[src/rtl/button_event_decoder_pkg.sv]
// Shared constants for the button path: FSM state encoding and 100 MHz timing defaults.
package button_event_decoder_pkg;

  // State encoding shared with the debouncer and PWM control blocks.
  localparam logic [1:0] ST_IDLE    = 2'd0;
  localparam logic [1:0] ST_PRESSED = 2'd1;
  localparam logic [1:0] ST_LONG    = 2'd2;

  typedef enum logic [1:0] {
    StIdle    = ST_IDLE,
    StPressed = ST_PRESSED,
    StLong    = ST_LONG
  } btn_state_e;

  // Default timing at 100 MHz.
  localparam int unsigned DEF_LONG_CYCLES   = 32'd100_000_000;  // 1 s
  localparam int unsigned DEF_REPEAT_CYCLES = 32'd20_000_000;   // 200 ms
  localparam int unsigned DEF_CNT_W         = 27;

endpackage

[src/rtl/button_event_decoder.sv]
// Turns a debounced button level into single-cycle press, release, click, long and repeat pulses.
module button_event_decoder
  import button_event_decoder_pkg::*;
#(
  parameter int unsigned LONG_CYCLES   = DEF_LONG_CYCLES,
  parameter int unsigned REPEAT_CYCLES = DEF_REPEAT_CYCLES,
  parameter bit          REPEAT_EN     = 1'b1,
  parameter int unsigned CNT_W         = DEF_CNT_W
) (
  input  logic clk,
  input  logic rst_n,
  input  logic btn_level,
  output logic press_pulse,
  output logic release_pulse,
  output logic click_pulse,
  output logic long_pulse,
  output logic repeat_pulse,
  output logic held
);

  localparam logic [CNT_W-1:0] LongLast   = CNT_W'(LONG_CYCLES - 1);
  localparam logic [CNT_W-1:0] RepeatLast = CNT_W'(REPEAT_CYCLES - 1);

  btn_state_e       state;
  logic [CNT_W-1:0] hold_cnt;
  logic             level_d;
  // Low for the first cycle after reset so level_d can pick up a button that was held through
  // reset; otherwise that held press would look like a fresh rise.
  logic             armed;
  logic             rise;
  logic             fall;

  assign rise = btn_level & ~level_d & armed;
  assign fall = ~btn_level & level_d;

  // Edge history and first-cycle arming.
  always_ff @(posedge clk or negedge rst_n) begin
    if (!rst_n) begin
      level_d <= 1'b0;
      armed   <= 1'b0;
    end else begin
      level_d <= btn_level;
      armed   <= 1'b1;
    end
  end

  // Event FSM with registered pulse outputs; pulses default low every cycle.
  always_ff @(posedge clk or negedge rst_n) begin
    if (!rst_n) begin
      state         <= StIdle;
      hold_cnt      <= '0;
      press_pulse   <= 1'b0;
      release_pulse <= 1'b0;
      click_pulse   <= 1'b0;
      long_pulse    <= 1'b0;
      repeat_pulse  <= 1'b0;
      held          <= 1'b0;
    end else begin
      press_pulse   <= 1'b0;
      release_pulse <= 1'b0;
      click_pulse   <= 1'b0;
      long_pulse    <= 1'b0;
      repeat_pulse  <= 1'b0;
      case (state)
        StIdle: begin
          // A fall here only follows a reset during a press and is dropped.
          if (rise) begin
            state       <= StPressed;
            hold_cnt    <= '0;
            press_pulse <= 1'b1;
            held        <= 1'b1;
          end
        end
        StPressed: begin
          // Release takes priority over reaching the long threshold.
          if (fall) begin
            state         <= StIdle;
            release_pulse <= 1'b1;
            click_pulse   <= 1'b1;
            held          <= 1'b0;
          end else if (hold_cnt == LongLast) begin
            state      <= StLong;
            hold_cnt   <= '0;
            long_pulse <= 1'b1;
          end else begin
            hold_cnt <= hold_cnt + 1'b1;
          end
        end
        StLong: begin
          if (fall) begin
            state         <= StIdle;
            release_pulse <= 1'b1;
            held          <= 1'b0;
          end else if (hold_cnt == RepeatLast) begin
            hold_cnt     <= '0;
            repeat_pulse <= REPEAT_EN;
          end else begin
            hold_cnt <= hold_cnt + 1'b1;
          end
        end
        default: begin
          state    <= StIdle;
          hold_cnt <= '0;
          held     <= 1'b0;
        end
      endcase
    end
  end

endmodule

[config.mk]
export PLATFORM = sky130hd
export DESIGN_NAME = button_event_decoder
export DESIGN_NICKNAME = d
export VERILOG_FILES = /design/src/rtl/button_event_decoder_pkg.sv /design/src/rtl/button_event_decoder.sv
export SDC_FILE = /design/constraint.sdc
export NUM_CORES = 1
export LEC_CHECK = 0
export BUFFER_PORTS_ARGS = -buffer_cell sky130_fd_sc_hd__buf_2
export CORE_ASPECT_RATIO = 0.7
export CORE_MARGIN = 2
export CORE_UTILIZATION = 42
export DETAILED_ROUTE_END_ITERATION = 12
export PLACE_DENSITY_LB_ADDON = 0.2
export SLEW_MARGIN = 30
export SYNTH_ARGS = -nofsm -noshare
export SYNTH_HDL_FRONTEND = slang
export SYNTH_SLANG_ARGS = --single-unit
[constraint.sdc]
create_clock -name clk -period 3 [get_ports clk]
set_input_delay 0.3 -clock clk [delete_from_list [all_inputs] [get_ports clk]]
set_output_delay 0.3 -clock clk [all_outputs]
set_load 0.005 [all_outputs]
==> results of run 1 <==
## worst paths after layout
| path | end | slack (ps) | depth (start not counted) |
|---|---|---|---|
| min | hold_cnt[5]$_DFFE_PN0P_ | 90 | 1 |
| min in group clk | level_d$_DFF_PN0_ | 170 | 1 |
| min reg2reg | held$_DFFE_PN0P_ | 510 | 1 |
| max | hold_cnt[20]$_DFFE_PN0P_ | 480 | 6 |
| max reg2reg | hold_cnt[20]$_DFFE_PN0P_ | 480 | 6 |
| max in group asynchronous | click_pulse$_DFF_PN0_ | 2380 | 1 |
## cells by family (layout without fill, tap and decap cells)
group,count (synthesis),after routing
xor+xnor,11,11
compound gates,42,42
other cells,1,1
flops,37,37
buf+inv,14,26
fa+ha+maj,5,5
simple gates,113,113
mux,1,1
## layer usage
| layer | up-vias | global-route usage (%) | wire length, um |
|---|---|---|---|
| met4 | 0 | 5.96 | 47 |
| met5 | - | 0 | 0 |
| met3 | 5 | 4.26 | 261 |
| met2 | 43 | 23.5 | 1870 |
| li1 | 835 | - | - |
| met1 | 819 | 30.7 | 2440 |
## power breakdown
| part | switching [mW] | leakage (nW) | internal [mW] | total, mW |
|---|---|---|---|---|
| Clock | 0.180 | 0.0542 | 0.208 | 0.388 |
| Combinational | 0.272 | 0.381 | 0.120 | 0.392 |
| Sequential | 0.0282 | 0.507 | 0.527 | 0.556 |
## state kept, by name, summed over array words and instances, names as in the netlist
name / count
click_pulse: 1
state: 2
level_d: 1
repeat_pulse: 1
hold_cnt: 27
held: 1
armed: 1
press_pulse: 1
long_pulse: 1
release_pulse: 1
## final cells by class
cell class	count	area [um2]	share of cell area, %
Clock buffer	7	96.3	4.30
Clock inverter	1	5.00	0.223
Inverter	7	26.3	1.17
Multi-Input combinational cell	173	1050	47.0
Sequential cell	37	926	41.3
Tap cell	57	71.3	3.18
Timing Repair Buffer	11	62.6	2.79
## synthesized netlist by cell type (3+ instances only)
master and count:
a21oi_1 5, and3_1 3, and4_1 3, clkbuf_1 4, dfrtp_1 37, ha_1 5, inv_1 7, nand2_1 31
nand3_1 5, nand4_1 14, nor2_1 17, nor3_1 9, nor4_1 8, o211ai_1 8, o21ai_0 17, o22ai_1 3
or3_1 6, xnor2_1 8, xor2_1 3
## through the flow
| step | hold slack, ps | std cells | cell area [um2] |
|---|---|---|---|
| after floorplan | 4.41 | 224 | 2040 |
| after global placement | 450 | 285 | 2140 |
| after detailed placement | 448 | 285 | 2140 |
| after CTS | 125 | 293 | 2240 |
| after global routing | 166 | 293 | 2240 |
| final | 90.5 | 293 | 2240 |
## placed cells by master, fill, tap and decap left out, types with 8 or more instances in the layout
master / n
nor4_1: 8
o21ai_0: 17
nand4_1: 14
o211ai_1: 8
nor3_1: 9
buf_2: 8
nand2_1: 31
xnor2_1: 8
nor2_1: 17
dfrtp_1: 37
==> qor.yml, run 1 <==
dp_hpwl_um: 3230
synth-simple-area-share_pct: 30.0
critPathArrivalTime_ps: 2690
grt_max_degree: 38
clock_skew_ps: 12.8
cp_max_fo: 16
hold_buffers: 0
clkTransAtPathRegs_ps: 80
r2r-start: "hold_cnt[14]$_DFFE_PN0P_"
tightest_slew_ps: 825
powerDensity_nw_per_um2: 596
netlist_area_um2: 2040
syn_inst: 224
num_vias: 1702
synthMuxAreaShare_pct: 0.490
critPathTopFamily: "simple AND/OR/NAND/NOR gates"
start_util_pct: 43.1
wl_per_cell_um: 15.8
hp-class: "input pin to asynchronous set/reset pin"
ys_ff_latch: 37
post_synth_num_cell_types: 45
cts.sinks: 37
cts_tree: "yes"
rsz0062_at_grt: "false"
synth_top_family_by_area: "simple AND/OR/NAND/NOR gates"
antenna_found_initial: 0
clock_latency_ps: 300
drc: 0
crit_buf_inv: 1
ys.flop_type: "dfrtp_1"
fillers: 473
finalHoldViolations: 0
synth_edf_count: 0
synth_compound_area_share_pct: 13.1
place.gp.congestion: 0.797
vdd_drop_max_mv: 0.276
required_ps: 3170
async_flop_share_pct: 100
crit_top_cell: "or4_1"
end_kind: "flip-flop"
ys_seq_area_share_pct: 45.4
cts_htree_levels: 2
postRouteAntennaNets: 0
period_needed_ps: 2520
path_cells: "or4_1, or4_1, o211a_1, nor3_4, buf_4, nor2_1"
grt.total_usage_pct: 18.6
cp-startpoint: "hold_cnt[14]$_DFFE_PN0P_"
synth_area_leaders: "dfrtp_1 45%, nand2_1 5.7%, nand4_1 4.3%"
postLayoutCoreUtil_pct: 47.4
cp_slowest_cell: "or4_1"
port_buffers: 8
power.total_mw: 1.34
cts_root_buf: "clkbuf_8"
dieHeight_um: 62.3
core-area_um2: 4730
firstDrtPassIters: 4
finalWorstSetupSlack_ps: 479
die_w_um: 87.3
die_area_um2: 5440
setup_viol: 0
cts_resized: 0
synth_top_cell_area_share_pct: 45.4
vias_per_cell: 5.81
fp-row-count: 21
first_global_vias: 1587
drive_gt1_share_pct: 10.2
wl_um: 4620
avgSynthCellArea_um2: 9.11
slew_viol_final: 0
yosys_warnings: 0
drt_iter0_markers: 105
cts_inserted_buffers: 5
slowest_delay_ps: 530
outcome: "complete, no violations"
clock_path_buffers: 2
syn_nets: 232
crit_type: "flip-flop to flip-flop"
final_nets: 243
leakagePower_nw: 0.943
gr-total-overflow: 0
drv_cap: 0
synthXorXnorAreaFrac_pct: 4.72
synth_largest_area_cell: "dfrtp_1"
synthToLayoutAreaGrowth_pct: 9.81
clock.fmax_mhz: 397
post-cts-setup-buffers: 0
critPathLaunchType: "flip-flop"
io_pins: 9
timing.setup.tns_ps: 0
grt_pass1_wl_um: 7890
dp_slack_ps: 511
fin_crit_sh_pct: 84.0
slew_headroom_pct: 45.0
diodes: 0
yosys.area_share.adder_pct: 3.07
(Power assumes the default switching activity.)
==> run 2, diff against run 1 <==
Settings changed: ABC_AREA set to 1.
Clock period 3 ns to 2.35 ns, I/O delays scaled along.
==> qor.yml, run 2 <==
ys.flop_type: "dfrtp_1"  # unchanged
synthToLayoutAreaGrowth_pct: 11.7  # was 9.81%
num_vias: 1873  # was 1,702
ys_seq_area_share_pct: 42.6  # was 45.4%
instances_no_fill: 377  # was 293
reg2reg_depth: 8  # was 6
port_buffers: 8  # unchanged
hold_buffers: 0  # unchanged
die_w_um: 90.0  # was 87.3 um
start_util_pct: 44.4  # was 43.1%
syn_nets: 300  # was 232
cp_max_fo: 10  # was 16
cts_tree: "yes"  # unchanged
final_cell_mix: "68 x nand2_1, 61 x nor2_1, 37 x dfrtp_1, 29 x inv_1, 20 x nand3_1"  # was 37 x dfrtp_1, 31 x nand2_1, 17 x nor2_1, 17 x o21ai_0, 14 x nand4_1
diodes: 0  # unchanged
antenna_found_initial: 0  # unchanged
clock.fmax_mhz: 521  # was 397 MHz
finalHoldViolations: 0  # unchanged
hp-start: "btn_level"
largest_reg_flops: 27  # unchanged
r2r-start: "state[1]$_DFFE_PN0P_"  # was hold_cnt[14]$_DFFE_PN0P_
hp-class: "input pin to flip-flop"  # was input pin to asynchronous set/reset pin
clock_latency_ps: 300  # about the same
r2r_slack_ps: 430  # was 480 ps
core-area_um2: 4890  # was 4730 um2
outcome: "complete, no violations"  # unchanged
clkTransAtPathRegs_ps: 80  # about the same
fp-row-count: 21  # unchanged
fin_area_um2: 2430  # was 2240 um2
clock_skew_ps: 7.01  # was 12.8 ps
gr-total-overflow: 0  # unchanged
ys_ff_latch: 37  # unchanged
slew_viol_final: 0  # unchanged
hold_depth: 1
place_inst: 368  # was 285
tightest_slew_ps: 526  # was 825 ps
vias_per_cell: 4.97  # was 5.81
post_synth_num_cell_types: 23  # was 45
final_nets: 315  # was 243
netlist_area_um2: 2170  # was 2040 um2
dp_hpwl_um: 3720  # was 3230 um
post-synth-top-count-cell: "nand2_1"  # was dfrtp_1
first_global_vias: 1822  # was 1,587
powerDensity_nw_per_um2: 789  # was 596 nW/um2
synth_largest_area_cell: "dfrtp_1"  # unchanged
io_pins: 9  # unchanged
fin_crit_sh_pct: 81.7  # was 84.0%
fillers: 497  # was 473
crit_type: "flip-flop to flip-flop"  # unchanged
post-cts-setup-buffers: 0  # unchanged
period_needed_ps: 1920  # was 2520 ps
timing.setup.tns_ps: 0  # unchanged
avgSynthCellArea_um2: 7.44  # was 9.11 um2
cts_htree_levels: 2  # unchanged
synth_edf_count: 0  # unchanged
grt.total_usage_pct: 19.3  # was 18.6%
synth_top_cell_area_share_pct: 42.6  # was 45.4%
synthTopCellsByCount: "68 x nand2_1, 61 x nor2_1, 37 x dfrtp_1, 29 x inv_1, 20 x nand3_1"  # was 37 x dfrtp_1, 31 x nand2_1, 17 x nor2_1, 17 x o21ai_0, 14 x nand4_1
drv_cap: 0  # unchanged
slew_headroom_pct: 64.7  # was 45.0%
critPathArrivalTime_ps: 2100  # was 2690 ps
critPathLaunchType: "flip-flop"  # unchanged
grt_max_degree: 38  # unchanged
end_kind: "flip-flop"  # unchanged
yosys_warnings: 0  # unchanged
die_area_um2: 5770  # was 5440 um2
r2r_end: "hold_cnt[18]$_DFFE_PN0P_"  # was hold_cnt[20]$_DFFE_PN0P_
place.gp.congestion: 0.879  # was 0.797
setup_viol: 0  # unchanged
cts_root_buf: "clkbuf_8"  # unchanged
reg.largest.list: "hold_cnt: 27 flops, state: 2 flops"  # unchanged
dpl-instance-area_um2: 2280  # was 2140 um2
synth_area_leaders: "dfrtp_1 43%, nand2_1 12%, nor2_1 11%"  # was dfrtp_1 45%, nand2_1 5.7%, nand4_1 4.3%
cts.sinks: 37  # unchanged
wl_per_cell_um: 13.2  # was 15.8 um
min_to: "level_d$_DFF_PN0_"
cts_resized: 0  # unchanged
rsz0062_at_grt: "false"  # unchanged
dieHeight_um: 64.2  # was 62.3 um
mostFrequentLayoutCell: "nand2_1"  # was dfrtp_1
syn_inst: 292  # was 224
required_ps: 2530  # was 3170 ps
grt_pass1_wl_um: 8800  # was 7890 um
regMostFlops: "hold_cnt"  # unchanged
postRouteAntennaNets: 0  # unchanged
drt_iter0_markers: 137  # was 105
drive_gt1_share_pct: 10.7  # was 10.2%
clock_path_buffers: 2  # unchanged
firstDrtPassIters: 4  # unchanged
vdd_drop_max_mv: 0.881  # was 0.276 mV
cts_inserted_buffers: 5  # unchanged
async_flop_share_pct: 100  # unchanged
wl_um: 5000  # was 4620 um
drc: 0  # unchanged
leakagePower_nw: 1.07  # was 0.943 nW
==> run 2: cell count changes after synthesis, moves of 5 or more <==
| cell | delta |
|---|---|
| nand2_2 | +5 |
| nor2_1 | +44 |
| or3_1 | -6 |
| nand2_1 | +37 |
| xor2_1 | +9 |
| o21ai_0 | -7 |
| inv_1 | +22 |
| nor4_1 | -6 |
| nor2_2 | +6 |
| xnor2_1 | -5 |
| o211ai_1 | -8 |
| nand3_1 | +15 |
| a21oi_1 | -5 |
==> run 2: metrics by stage <==
stage,worst slack [ps],hold WS (ps),power [mW],utilization [%]
floorplan,709,-60.6,1.15,-
detailed placement,452,375,1.26,46.6
CTS,440,61.0,1.93,49.4
global placement,521,375,1.26,46.6
global route,265,56.4,2.02,49.6
finish,429,69.4,1.91,49.6
==> run 2: how the worst max path moves through the flow <==
stage	endpoint	slack (ps)	from
6_report	hold_cnt[18]$_DFFE_PN0P_	430	state[1]$_DFFE_PN0P_
2_1_floorplan	hold_cnt[25]$_DFFE_PN0P_	710	state[0]$_DFFE_PN0P_
3_5_place_dp	hold_cnt[18]$_DFFE_PN0P_	450	state[1]$_DFFE_PN0P_
5_1_grt	hold_cnt[18]$_DFFE_PN0P_	270	state[1]$_DFFE_PN0P_
3_3_place_gp	hold_cnt[18]$_DFFE_PN0P_	520	state[1]$_DFFE_PN0P_
4_1_cts	hold_cnt[18]$_DFFE_PN0P_	440	state[1]$_DFFE_PN0P_
==> run 2: area by class of cell <==
cell class                      instances  area [um2]  area share (%)
Clock buffer                            5        68.8            2.84
Clock inverter                          3        65.1            2.68
Inverter                               30         113            4.64
Multi-Input combinational cell        222        1100            45.3
Sequential cell                        37         926            38.2
Tap cell                               69        86.3            3.56
Timing Repair Buffer                   11        67.6            2.78
==> run 2: logic make-up (layout without fill, tap and decap cells) <==
kind of cell | count (synthesis) | in the layout | share of synthesized area, %
compound gates | 13 | 13 | 3.69
xor+xnor | 15 | 15 | 6.05
flops | 37 | 37 | 42.6
mux | 1 | 1 | 0.461
simple gates | 187 | 187 | 37.4
fa+ha+maj | 5 | 5 | 2.88
other cells | 1 | 1 | 0.173
buf+inv | 33 | 49 | 6.74
==> run 2: report_power, final <==
part           switching [mW]  internal (mW)
sequential             0.0268          0.679
clock                   0.245          0.422
combinational           0.390          0.151
total                   0.661           1.25
==> run 2: per-layer routing <==
metal / wire length, um / global-route usage, % / vias up
li1: - / - / 958
met1: 2690 / 28.8 / 866
met2: 2010 / 28.5 / 45
met3: 258 / 3.89 / 4
met4: 38 / 5.77 / 0
met5: 0 / 0 / -
==> run 2: worst max-delay path, cell delays in order (launching register included) <==
cell      delay, ps
dfrtp_1         400
inv_1            90
ha_1            230
o21ai_0         100
nand2_1         200
clkinv_1        350
nand3_1         200
xor2_1          180
nor2_1           70
